[src/rtl/raybox_vec_writer_if.sv]
// Requester handshake bundle for raybox_vec_writer.
// req is a level held with data until the single-cycle ack.
interface raybox_vec_writer_if #(
   parameter int W = 16
);
   logic           req;
   logic [6*W-1:0] data;
   logic           ack;

   modport master (
      output req,
      output data,
      input  ack
   );

   modport slave (
      input  req,
      input  data,
      output ack
   );
endinterface

[src/rtl/raybox_vec_writer.sv]
// Arbitrates two vector requesters and commits the staged set in vblank.
// RAYBOX_VEC_COALESCE_EN: the granted requester may replace staged data.
module raybox_vec_writer #(
   parameter int W        = 16,
   parameter int V_ACTIVE = 480,
   parameter int V_TOTAL  = 525,
   parameter int SETTLE   = 2
) (
   input  logic               clk,
   input  logic               reset,
   input  logic [9:0]         py,
   raybox_vec_writer_if.slave a,
   raybox_vec_writer_if.slave b,
   output logic [6*W-1:0]     new_vectors,
   output logic               write_new_position,
   output logic               busy,
   output logic [7:0]         commit_count
);
   typedef enum logic [1:0] {
      IDLE,
      WAIT_VB,
      SETTLE_S,
      STROBE
   } state_t;

   state_t     state;
   logic       last_b;
   logic [3:0] cnt;
   logic       in_blank;
   logic       grant_a;
   logic       grant_b;

   // The final blank line is excluded so a commit never lands on line 0.
   assign in_blank = (py >= 10'(V_ACTIVE)) && (py <= 10'(V_TOTAL - 2));

   always_comb begin
      grant_a = 1'b0;
      grant_b = 1'b0;
      if (!reset) begin
         case (state)
            IDLE: begin
               if (a.req && (!b.req || last_b)) begin
                  grant_a = 1'b1;
               end else if (b.req) begin
                  grant_b = 1'b1;
               end
            end
`ifdef RAYBOX_VEC_COALESCE_EN
            WAIT_VB, SETTLE_S: begin
               grant_a = a.req && !last_b;
               grant_b = b.req && last_b;
            end
`endif
            default: begin
               grant_a = 1'b0;
               grant_b = 1'b0;
            end
         endcase
      end
   end

   assign a.ack = grant_a;
   assign b.ack = grant_b;

   always_ff @(posedge clk) begin
      if (reset) begin
         state              <= IDLE;
         last_b             <= 1'b1;
         cnt                <= '0;
         new_vectors        <= '0;
         write_new_position <= 1'b0;
         busy               <= 1'b0;
         commit_count       <= '0;
      end else begin
         write_new_position <= 1'b0;
         if (grant_a || grant_b) begin
            // A replace re-enters WAIT_VB so the settle window restarts.
            new_vectors <= grant_a ? a.data : b.data;
            last_b      <= grant_b;
            state       <= WAIT_VB;
            busy        <= 1'b1;
         end else begin
            case (state)
               WAIT_VB: begin
                  if (in_blank) begin
                     if (SETTLE == 1) begin
                        state              <= STROBE;
                        write_new_position <= 1'b1;
                     end else begin
                        state <= SETTLE_S;
                        cnt   <= 4'(SETTLE - 1);
                     end
                  end
               end
               SETTLE_S: begin
                  cnt <= cnt - 4'd1;
                  if (cnt == 4'd1) begin
                     state              <= STROBE;
                     write_new_position <= 1'b1;
                  end
               end
               STROBE: begin
                  state        <= IDLE;
                  busy         <= 1'b0;
                  commit_count <= commit_count + 8'd1;
               end
               default: begin
                  state <= state;
               end
            endcase
         end
      end
   end
endmodule
[src/flat_wrapper.sv]
// flat-port wrapper written by rule: the top's interface ports become plain ports
module raybox_vec_writer_flat 
#(
   parameter int W        = 16,
   parameter int V_ACTIVE = 480,
   parameter int V_TOTAL  = 525,
   parameter int SETTLE   = 2
)
  (clk, reset, py, new_vectors, write_new_position, busy, commit_count, a_req, a_data, a_ack, b_req, b_data, b_ack);
  raybox_vec_writer_if #(.W(W)) a_i ();
  raybox_vec_writer_if #(.W(W)) b_i ();
  input  logic clk;
  input  logic reset;
  input  logic [9:0] py;
  output logic [6*W-1:0] new_vectors;
  output logic write_new_position;
  output logic busy;
  output logic [7:0] commit_count;
  input wire logic [$bits(a_i.req)-1:0] a_req;
  input wire logic [$bits(a_i.data)-1:0] a_data;
  output wire logic [$bits(a_i.ack)-1:0] a_ack;
  input wire logic [$bits(b_i.req)-1:0] b_req;
  input wire logic [$bits(b_i.data)-1:0] b_data;
  output wire logic [$bits(b_i.ack)-1:0] b_ack;
  assign a_i.req = a_req;
  assign a_i.data = a_data;
  assign a_ack = a_i.ack;
  assign b_i.req = b_req;
  assign b_i.data = b_data;
  assign b_ack = b_i.ack;
  raybox_vec_writer #(.W(W), .V_ACTIVE(V_ACTIVE), .V_TOTAL(V_TOTAL), .SETTLE(SETTLE)) u_core (.clk(clk), .reset(reset), .py(py), .a(a_i), .b(b_i), .new_vectors(new_vectors), .write_new_position(write_new_position), .busy(busy), .commit_count(commit_count));
endmodule
[config.mk]
export PLATFORM = sky130hd
export DESIGN_NAME = raybox_vec_writer_flat
export DESIGN_NICKNAME = d
export VERILOG_FILES = /design/src/rtl/raybox_vec_writer_if.sv /design/src/rtl/raybox_vec_writer.sv /design/src/flat_wrapper.sv
export SDC_FILE = /design/constraint.sdc
export NUM_CORES = 1
export LEC_CHECK = 0
export CAP_MARGIN = 10
export CORE_UTILIZATION = 28
export CTS_BUF_LIST = sky130_fd_sc_hd__clkbuf_2 sky130_fd_sc_hd__clkbuf_4 sky130_fd_sc_hd__clkbuf_8
export CTS_CLUSTER_DIAMETER = 200
export DETAILED_ROUTE_END_ITERATION = 6
export PLACE_DENSITY = 0.71
export SKIP_CTS_REPAIR_TIMING = 1
export SYNTH_ARGS = -nofsm -noshare
export SYNTH_HDL_FRONTEND = slang
export SYNTH_SLANG_ARGS = --single-unit
export TNS_END_PERCENT = 10
[constraint.sdc]
create_clock -name clk -period 3.2 [get_ports clk]
set_input_delay 0.48 -clock clk [delete_from_list [all_inputs] [get_ports clk]]
set_output_delay 0.48 -clock clk [all_outputs]
set_load 0.02 [all_outputs]
==> results of run 1 <==
-- flip-flops by register name, summed over array words and instances (netlist names) --
register,cells
u_core.new_vectors,96
u_core.state,2
u_core.commit_count,8
u_core.last_b,1
u_core.write_new_position,1
u_core.busy,1
u_core.cnt,4
-- power by group --
| group | switching (uW) | total, uW | internal (uW) |
|---|---|---|---|
| logic | 859 | 1660 | 803 |
| registers | 111 | 1710 | 1600 |
| clock network | 647 | 1620 | 970 |
-- layout make-up --
| class | instances | share of cell area [%] |
|---|---|---|
| Antenna cell | 1 | 0.0267 |
| Sequential cell | 113 | 24.2 |
| Inverter | 8 | 0.321 |
| Tap cell | 265 | 3.54 |
| Clock buffer | 19 | 2.79 |
| Timing Repair Buffer | 320 | 34.3 |
| Clock inverter | 13 | 2.23 |
| Multi-Input combinational cell | 473 | 32.6 |
-- cell usage in the layout (no fill, tap or decap), types with 2 or more instances in the layout --
master	n
sky130_fd_sc_hd__nand2_1	106
sky130_fd_sc_hd__nor3b_1	2
sky130_fd_sc_hd__inv_1	8
sky130_fd_sc_hd__nor4_1	2
sky130_fd_sc_hd__bufinv_16	5
sky130_fd_sc_hd__clkdlybuf4s50_1	309
sky130_fd_sc_hd__nor2_1	106
sky130_fd_sc_hd__buf_4	8
sky130_fd_sc_hd__clkinv_2	2
sky130_fd_sc_hd__a21oi_1	6
sky130_fd_sc_hd__buf_12	3
sky130_fd_sc_hd__clkbuf_8	19
sky130_fd_sc_hd__o21ai_0	7
sky130_fd_sc_hd__clkinvlp_4	3
sky130_fd_sc_hd__xor2_1	4
sky130_fd_sc_hd__nand3_1	96
sky130_fd_sc_hd__mux2i_1	3
sky130_fd_sc_hd__clkinv_4	3
sky130_fd_sc_hd__a311oi_2	61
sky130_fd_sc_hd__dfxtp_1	113
sky130_fd_sc_hd__nand4_1	5
sky130_fd_sc_hd__nand2b_1	3
sky130_fd_sc_hd__ha_1	10
sky130_fd_sc_hd__or3_1	5
sky130_fd_sc_hd__a311oi_1	37
sky130_fd_sc_hd__and3_1	3
-- layer usage --
| layer | routed length (um) | part of all wire, % |
|---|---|---|
| met5 | 0 | 0 |
| met4 | 397 | 2.0 |
| met3 | 1780 | 9.1 |
| met2 | 9200 | 47 |
| met1 | 8110 | 42 |
-- cell families after synthesis --
group | synth area share (%)
AO/OA/AOI/OAI | 24.4
XOR/XNOR | 0.776
adder cells (fa/ha/maj) | 2.22
buffers and inverters | 6.01
flip-flops | 40.1
multiplexers | 0.532
AND/OR/NAND/NOR | 26.0
-- critical path: cells and delay by family (launching register included) --
family,cells,cell delay (ps)
buf+inv,2,790
simple gates,2,470
flops,1,360
compound gates,1,250
fa+ha+maj,1,240
-- path summary, 6_finish.rpt --
kind         slack (ps)                                  end  depth (start not counted)                          startpoint
max                 170                                b_ack                          6        u_core.state[0]$_SDFFE_PP0P_
min                 480   u_core.new_vectors[4]$_SDFFE_PP0P_                          2  u_core.new_vectors[4]$_SDFFE_PP0P_
max reg2reg         980  u_core.new_vectors[84]$_SDFFE_PP0P_                          7        u_core.state[0]$_SDFFE_PP0P_
min reg2reg         480   u_core.new_vectors[4]$_SDFFE_PP0P_                          2  u_core.new_vectors[4]$_SDFFE_PP0P_
-- per-stage QoR --
step | utilization, % | area [um^2] | worst slack (ps)
finish | 47.8 | 9370 | 175
global route | 47.8 | 9360 | 45.5
CTS | 47.8 | 9360 | 133
detailed placement | 45.4 | 8890 | 630
global placement | 45.4 | 8890 | 708
floorplan | - | 5640 | 1100
==> flow_summary_export.csv, run 1 <==
group,metric,value,unit
logic_synthesis,syn_area_per_cell,8.55,um^2
cts,clk_pin_slew_worst_paths,70,ps
global_route,grt_antenna_before_repair,0,
route,drc,0,
cts,cts_tree,"built",
logic_synthesis,yosys.cell_types.count,40,
global_route,grt_max_degree,99,
cts,h-tree-depth,4,
sta,worst-slew-pin-transition,881,ps
floorplanning,placeable_area,19600,um^2
logic_synthesis,sequential_element_share_of_the_synthesized_area,40.1,%
sta,setup_viol,0,
power_and_ir_drop,power.density,533,nW/um^2
setup_path,timing.critical_path.arrival,2550,ps
logic_synthesis,synthesis.yosys.warnings,0,
cts,cts.root.buffer_cell,"sky130_fd_sc_hd__clkbuf_8",
sta,rsz0062_at_grt,"no",
logic_synthesis,biggest_area_consumer_among_synthesized_cells,"sky130_fd_sc_hd__dfxtp_1",
sta,worst_relative_slew_slack,41.3,%
logic_synthesis,ys_seq_elements,113,
logic_synthesis,yosys-top-cells-area,"sky130_fd_sc_hd__dfxtp_1 40%, sky130_fd_sc_hd__a311oi_2 16%, sky130_fd_sc_hd__nand3_1 8.5%",
route,drt_iter0_markers,188,
logic_synthesis,synthesis.instances,660,
route,drtAntennaViolNets,0,
global_route,met3_usage,7.02,%
setup_path,worst-endpoint-required,2720,ps
cts,cts.sinks,113,
logic_synthesis,ys_async_sr_fraction,0,%
layout,multi_input_logic_area,3060,um^2
cts,tritoncts.num_buffers,17,
floorplanning,start_util,28.8,%
route,avgViaCountPerCell,4.93,
setup_path,critical_path.slowest_cell,"sky130_fd_sc_hd__clkdlybuf4s50_1",
route,routed_wl,19.5,mm
cts,clock_path_buffers,2,
place,port-buffer-count,311,
floorplanning,fp.dieArea,20700,um^2
global_route,gr-usage-met1,20.8,%
place,placed_cells,1179,
layout,area.sequential,2260,um^2
setup_path,timing.critical_path.fanout_max,19,
layout,share_of_cells_above_drive_strength_1,11.4,%
floorplanning,io_pins,314,
sta,final.setup.tns,0,ps
power_and_ir_drop,totalPowerFinal,4990,uW
run,max-cap-violations,0,
global_route,grtUsageTotal,18.0,%
logic_synthesis,netlist.area_leader.share,40.1,%
logic_synthesis,synth_enable_flop_cells,0,
cts,clk_latency,430,ps
sta,finalHoldViolations,0,
sta,number_of_max_slew_violations_in_the_final_report,0,
floorplanning,placement_rows,51,
power_and_ir_drop,cellLeakagePower,0.00325,uW
sta,hold-worst-slack,482,ps
global_route,via_count_of_the_first_global_routing_pass,5614,
layout,fillerInstances,1899,
logic_synthesis,most_instantiated_library_cell_after_synthesis,"sky130_fd_sc_hd__dfxtp_1",
global_route,grt-busiest-layer,"met2",
sta,finalCritPeriodShare,94.5,%
layout,layout.cells.non_filler,1212,
floorplanning,die_w,144,um
power_and_ir_drop,max-vdd-ir-drop,0.229,mV
logic_synthesis,post_synthesis_net_count,876,
sta,fin_skew,14.5,ps
outcome,status,"complete, no violations",
layout,finalNetCount,1149,
setup_path,critical_path.endpoint_type,"primary output",
setup_path,critical_path_class,"register to primary output",
setup_path,cp_cell_sequence,"inv_1 -> ha_1 -> nor2b_4 -> nand2_4 -> a21oi_1 -> clkdlybuf4s50_1",
logic_synthesis,most_frequently_used_flop_master_after_synthesis,"sky130_fd_sc_hd__dfxtp_1",
global_route,remaining_overflow_grt,0,
place,detailed_place_hpwl,13.0,mm
sta,max_clock_freq,0.331,GHz
route,detailedRoute.firstPassIterationCount,4,
logic_synthesis,syn_area,5640,um^2
layout,area_delta_synth_final,65.9,%
hold_path,worst_hold_class,"register to register",
floorplanning,floorplan.die.height,144,um
route,vias,5980,
global_route,wire_length_of_the_first_global_routing_pass,29.1,mm
route,wl_per_cell,16.1,um
place,gp_routability_congestion,0.753,
global_route,grt_util_met2,30.1,%
setup_path,worstSetupStartpointType,"register",
logic_synthesis,netlist_top_cells_count,"113 x sky130_fd_sc_hd__dfxtp_1, 106 x sky130_fd_sc_hd__nand2_1, 106 x sky130_fd_sc_hd__nor2_1",
sta,finalCriticalPeriod,3030,ps
setup_path,critical-path-max-stage-delay,650,ps
No activity file was read; power rests on OpenSTA's default activity.
==> run 2, diff against run 1 <==
==> constraint.sdc (replaced) <==
create_clock -name clk -period 2.92 [get_ports clk]
set_input_delay 0.438 -clock clk [delete_from_list [all_inputs] [get_ports clk]]
set_output_delay 0.438 -clock clk [all_outputs]
set_load 0.02 [all_outputs]
==> flow_summary_export.csv, run 2 (synthesis gave the netlist of run 1 again) <==
group,metric,value,unit
outcome,status,"complete, no violations",
cts,cts.root.buffer_cell,"sky130_fd_sc_hd__clkbuf_8",
place,detailed_place_hpwl,12.7,mm
cts,h-tree-depth,4,
route,avgViaCountPerCell,4.93,
layout,top_register,"u_core.new_vectors",
floorplanning,placeable_area,19600,um^2
setup_path,worst_r2r_endpoint,"u_core.new_vectors[30]$_SDFFE_PP0P_",
floorplanning,die_w,144,um
floorplanning,placement_rows,51,
global_route,remaining_overflow_grt,0,
layout,antenna-diode-count,0,
layout,finalNetCount,1148,
hold_path,holdPathStages,2,
power_and_ir_drop,power.density,566,nW/um^2
layout,largest_registers,"u_core.new_vectors x96, u_core.commit_count x8, u_core.cnt x4",
global_route,grt_max_degree,193,
hold_path,holdPathEnd,"u_core.new_vectors[88]$_SDFFE_PP0P_",
sta,max_clock_freq,0.379,GHz
layout,area_delta_synth_final,64.6,%
setup_path,critical-path-max-stage-delay,620,ps
cts,clk_latency,420,ps
setup_path,worst-r2r-setup-slack,420,ps
route,routed_wl,19.2,mm
floorplanning,io_pins,314,
setup_path,critical_path.slowest_cell,"sky130_fd_sc_hd__clkdlybuf4s50_1",
layout,largest_reg_flops,96,
sta,worst_relative_slew_slack,17.4,%
cts,clock_path_buffers,2,
power_and_ir_drop,max-vdd-ir-drop,0.328,mV
route,detailedRoute.firstPassIterationCount,4,
sta,worst-slew-pin-transition,1240,ps
cts,cts_tree,"built",
sta,final.setup.tns,0,ps
setup_path,cp_cell_sequence,"inv_1 -> ha_1 -> nor2b_4 -> nand3_4 -> inv_1 -> clkdlybuf4s50_1",
sta,setup_viol,0,
route,drc,0,
setup_path,critical_path.endpoint_type,"primary output",
place,placed_cells,1178,
route,drtAntennaViolNets,0,
setup_path,critical_path_class,"register to primary output",
setup_path,timing.critical_path.arrival,2200,ps
route,wl_per_cell,15.8,um
layout,most_frequent_cells_in_the_layout,"308 x sky130_fd_sc_hd__clkdlybuf4s50_1, 113 x sky130_fd_sc_hd__dfxtp_1, 106 x sky130_fd_sc_hd__nor2_1, 106 x sky130_fd_sc_hd__nand2_1, 96 x sky130_fd_sc_hd__nand3_1",
global_route,via_count_of_the_first_global_routing_pass,5758,
sta,number_of_max_slew_violations_in_the_final_report,0,
sta,finalHoldViolations,0,
place,port-buffer-count,311,
global_route,grtUsageTotal,18.0,%
layout,final_common_cell,"sky130_fd_sc_hd__clkdlybuf4s50_1",
run,max-cap-violations,0,
sta,finalCritPeriodShare,90.3,%
cts,tritoncts.num_buffers,17,
global_route,grt_antenna_before_repair,0,
setup_path,reg2regPathDepth,7,
hold_path,worst_hold_class,"register to register",
floorplanning,floorplan.die.height,144,um
layout,final_util,47.4,%
setup_path,worst-endpoint-required,2480,ps
setup_path,r2r_start,"u_core.state[0]$_SDFFE_PP0P_",
layout,share_of_cells_above_drive_strength_1,11.3,%
sta,rsz0062_at_grt,"no",
setup_path,worstSetupStartpointType,"register",
setup_path,crit_top_cell,"sky130_fd_sc_hd__inv_1",
setup_path,timing.critical_path.fanout_max,5,
sta,finalCriticalPeriod,2640,ps
floorplanning,start_util,28.8,%
hold_path,worst_hold_startpoint,"u_core.new_vectors[88]$_SDFFE_PP0P_",
floorplanning,fp.dieArea,20700,um^2
cts,clk_pin_slew_worst_paths,70,ps
layout,layout.cells.non_filler,1210,
route,vias,5970,
place,gp_routability_congestion,0.775,
cts,cts.sinks,113,
global_route,wire_length_of_the_first_global_routing_pass,29.2,mm
route,drt_iter0_markers,185,
sta,fin_skew,11.7,ps
power_and_ir_drop,cellLeakagePower,0.00324,uW
==> run 2: cell type report <==
type,count,area (um^2)
Multi-Input combinational cell,473,3060
Fill cell,1891,10300
Clock inverter,13,161
Clock buffer,19,255
Inverter,8,30.0
Sequential cell,113,2260
Tap cell,265,332
Timing Repair Buffer,319,3200
==> run 2: worst max path at each step <==
stage,start,endpoint,slack (ps)
2_1_floorplan,u_core.state[0]$_SDFFE_PP0P_,b_ack,860
3_3_place_gp,u_core.state[0]$_SDFFE_PP0P_,b_ack,600
3_5_place_dp,u_core.state[0]$_SDFFE_PP0P_,b_ack,560
4_1_cts,u_core.state[0]$_SDFFE_PP0P_,b_ack,70
5_1_grt,u_core.state[0]$_SDFFE_PP0P_,a_ack,130
6_report,u_core.state[0]$_SDFFE_PP0P_,a_ack,280
==> run 2: metrics by stage <==
stage	hold slack (ps)	total power [uW]	setup slack, ps	area, um^2
floorplan	461	2890	864	5640
global placement	469	3710	599	8870
detailed placement	470	3720	563	8870
CTS	485	5330	74.2	9290
global route	507	5560	127	9290
finish	483	5250	284	9290
==> run 2: critical path, delay by kind of cell, from the launching register on <==
kind | cells | cell delay (ps)
adders and majority gates | 1 | 230
buffers and inverters | 3 | 830
and+or+nand+nor | 2 | 350
DFF | 1 | 370
==> run 2: power breakdown <==
part           total (uW)  internal, uW  switching, uW  leakage [uW]
sequential           1870          1750            121      0.000930
clock                1570           877            694      0.000202
combinational        1810           876            934       0.00210
==> run 2: layer usage <==
layer	global-route usage (%)	wire, um
met1	20.7	7850
met2	30.5	9130
met3	7.72	2020
met4	4.42	167
met5	0	0
==> run 3, diff against run 2 <==
==> constraint.sdc (replaced) <==
create_clock -name clk -period 3.4 [get_ports clk]
set_input_delay 0.51 -clock clk [delete_from_list [all_inputs] [get_ports clk]]
set_output_delay 0.51 -clock clk [all_outputs]
set_load 0.02 [all_outputs]
==> flow_summary_export.csv, run 3 (synthesis gave the netlist of run 1 again) <==
group,metric,value,unit
layout,area_delta_synth_final,64.8,%
floorplanning,fp.dieArea,20700,um^2
route,avgViaCountPerCell,4.94,
setup_path,critical_path.slowest_cell,"sky130_fd_sc_hd__clkdlybuf4s50_1",
route,drc,0,
layout,final_common_cell,"sky130_fd_sc_hd__clkdlybuf4s50_1",
global_route,grtUsageTotal,18.3,%
hold_path,holdPathEnd,"u_core.new_vectors[78]$_SDFFE_PP0P_",
layout,top_register,"u_core.new_vectors",
cts,clock_path_buffers,2,
route,drt_iter0_markers,240,
setup_path,worst-r2r-setup-slack,870,ps
setup_path,reg2regPathDepth,7,
run,max-cap-violations,0,
sta,hold-worst-slack,483,ps
setup_path,timing.critical_path.arrival,2340,ps
hold_path,holdPathStages,2,
sta,number_of_max_slew_violations_in_the_final_report,0,
setup_path,critical_path_class,"register to primary output",
place,port-buffer-count,311,
sta,setup_viol,0,
power_and_ir_drop,cellLeakagePower,0.00324,uW
cts,cts.root.buffer_cell,"sky130_fd_sc_hd__clkbuf_8",
floorplanning,die_w,144,um
global_route,grt_max_degree,193,
cts,cts_tree,"built",
global_route,wire_length_of_the_first_global_routing_pass,29.4,mm
route,wl_per_cell,16.1,um
setup_path,critical-path-max-stage-delay,670,ps
global_route,via_count_of_the_first_global_routing_pass,5753,
floorplanning,floorplan.die.height,144,um
sta,max_clock_freq,0.351,GHz
layout,largest_reg_flops,96,
sta,worst_relative_slew_slack,22.0,%
cts,cts.sinks,113,
route,drtAntennaViolNets,0,
sta,fin_skew,14.8,ps
cts,clk_latency,430,ps
layout,area.sequential,2260,um^2
layout,antenna-diode-count,0,
setup_path,r2r_start,"u_core.state[0]$_SDFFE_PP0P_",
route,vias,5980,
floorplanning,placeable_area,19600,um^2
layout,share_of_cells_above_drive_strength_1,11.3,%
floorplanning,io_pins,314,
place,detailed_place_hpwl,12.9,mm
outcome,status,"complete, no violations",
sta,finalCriticalPeriod,2850,ps
power_and_ir_drop,power.density,495,nW/um^2
cts,tritoncts.num_buffers,17,
floorplanning,placement_rows,51,
hold_path,worst_hold_startpoint,"u_core.new_vectors[78]$_SDFFE_PP0P_",
sta,worst-slew-pin-transition,1170,ps
sta,finalHoldViolations,0,
global_route,remaining_overflow_grt,0,
layout,multi_input_logic_area,3060,um^2
setup_path,worstSetupStartpointType,"register",
setup_path,critical_path.endpoint_type,"primary output",
global_route,grt_antenna_before_repair,0,
route,detailedRoute.firstPassIterationCount,4,
power_and_ir_drop,max-vdd-ir-drop,0.215,mV
setup_path,worst_r2r_endpoint,"u_core.new_vectors[33]$_SDFFE_PP0P_",
sta,rsz0062_at_grt,"no",
layout,most_frequent_cells_in_the_layout,"309 x sky130_fd_sc_hd__clkdlybuf4s50_1, 113 x sky130_fd_sc_hd__dfxtp_1, 106 x sky130_fd_sc_hd__nor2_1, 106 x sky130_fd_sc_hd__nand2_1, 96 x sky130_fd_sc_hd__nand3_1",
setup_path,cp_cell_sequence,"inv_1 -> ha_1 -> nor2b_4 -> nand2_4 -> a21oi_1 -> clkdlybuf4s50_1",
cts,clk_pin_slew_worst_paths,70,ps
power_and_ir_drop,totalPowerFinal,4600,uW
place,gp_routability_congestion,0.768,
layout,finalNetCount,1148,
floorplanning,start_util,28.8,%
hold_path,worst_hold_class,"register to register",
layout,largest_registers,"u_core.new_vectors x96, u_core.commit_count x8, u_core.cnt x4",
sta,final.setup.tns,0,ps
setup_path,worst-endpoint-required,2890,ps
setup_path,timing.critical_path.fanout_max,5,
cts,h-tree-depth,4,
route,routed_wl,19.5,mm
layout,fillerInstances,1874,
sta,finalCritPeriodShare,83.8,%
run 3: cell count changes in the layout (fill, tap and decap cells not counted):
cell and change:
sky130_fd_sc_hd__buf_12 -1, sky130_fd_sc_hd__buf_4 +1, sky130_fd_sc_hd__bufinv_16 +1, sky130_fd_sc_hd__clkbuf_4 +2
sky130_fd_sc_hd__clkbuf_8 +1, sky130_fd_sc_hd__clkdlybuf4s50_1 +1, sky130_fd_sc_hd__clkinv_2 +1, sky130_fd_sc_hd__clkinv_4 -2
sky130_fd_sc_hd__clkinvlp_4 -3, sky130_fd_sc_hd__dlymetal6s2s_1 -1
run 3: area by class of cell:
class                   instances  share of cell area (%)
inverters                       8                   0.323
flip-flops and latches        113                    24.3
repair buffers                319                    34.2
clock inverters                10                    1.68
multi-input cells             473                    32.9
clock buffers                  22                    3.05
well taps                     265                    3.57
run 3: worst max path at each step:
stage               cells after the start                          from  slack, ps                                  end
finish                                  6  u_core.state[0]$_SDFFE_PP0P_        550                                b_ack
CTS                                     6  u_core.state[0]$_SDFFE_PP0P_        470                                b_ack
detailed placement                      3                         a_req        930                                b_ack
global placement                        7  u_core.state[0]$_SDFFE_PP0P_        960  u_core.new_vectors[52]$_SDFFE_PP0P_
global route                            6  u_core.state[0]$_SDFFE_PP0P_        410                                b_ack
floorplan                               8  u_core.state[0]$_SDFFE_PP0P_       1270                                b_ack
run 3: metrics by stage:
stage | utilization (%) | setup slack, ps | std cells | area, um^2
2_1_floorplan | - | 1270 | 660 | 5640
3_3_place_gp | 45.2 | 965 | 1178 | 8860
3_5_place_dp | 45.2 | 927 | 1178 | 8860
4_1_cts | 47.5 | 473 | 1210 | 9300
5_1_grt | 47.5 | 408 | 1210 | 9300
6_report | 47.5 | 551 | 1210 | 9300
run 3: where the power goes:
group / total (uW) / internal (uW) / switching (uW)
combinational: 1550 / 748 / 804
sequential: 1610 / 1510 / 105
clock: 1440 / 861 / 582
run 3: layer usage:
metal / track usage (%) / vias to the layer above / routed length (um)
met1: 20.6 / 2805 / 8050
met3: 7.32 / 13 / 1950
met4: 4.59 / 0 / 155
met5: 0 / - / 0
li1: - / 2925 / -
met2: 32.0 / 237 / 9360
run 3: worst max-delay path: cells and delay by family (launching register included):
kind | cells | cell delay (ps)
AOI/OAI and AO/OA | 1 | 170
DFF | 1 | 370
adders and majority gates | 1 | 240
buffers and inverters | 2 | 830
and+or+nand+nor | 2 | 310
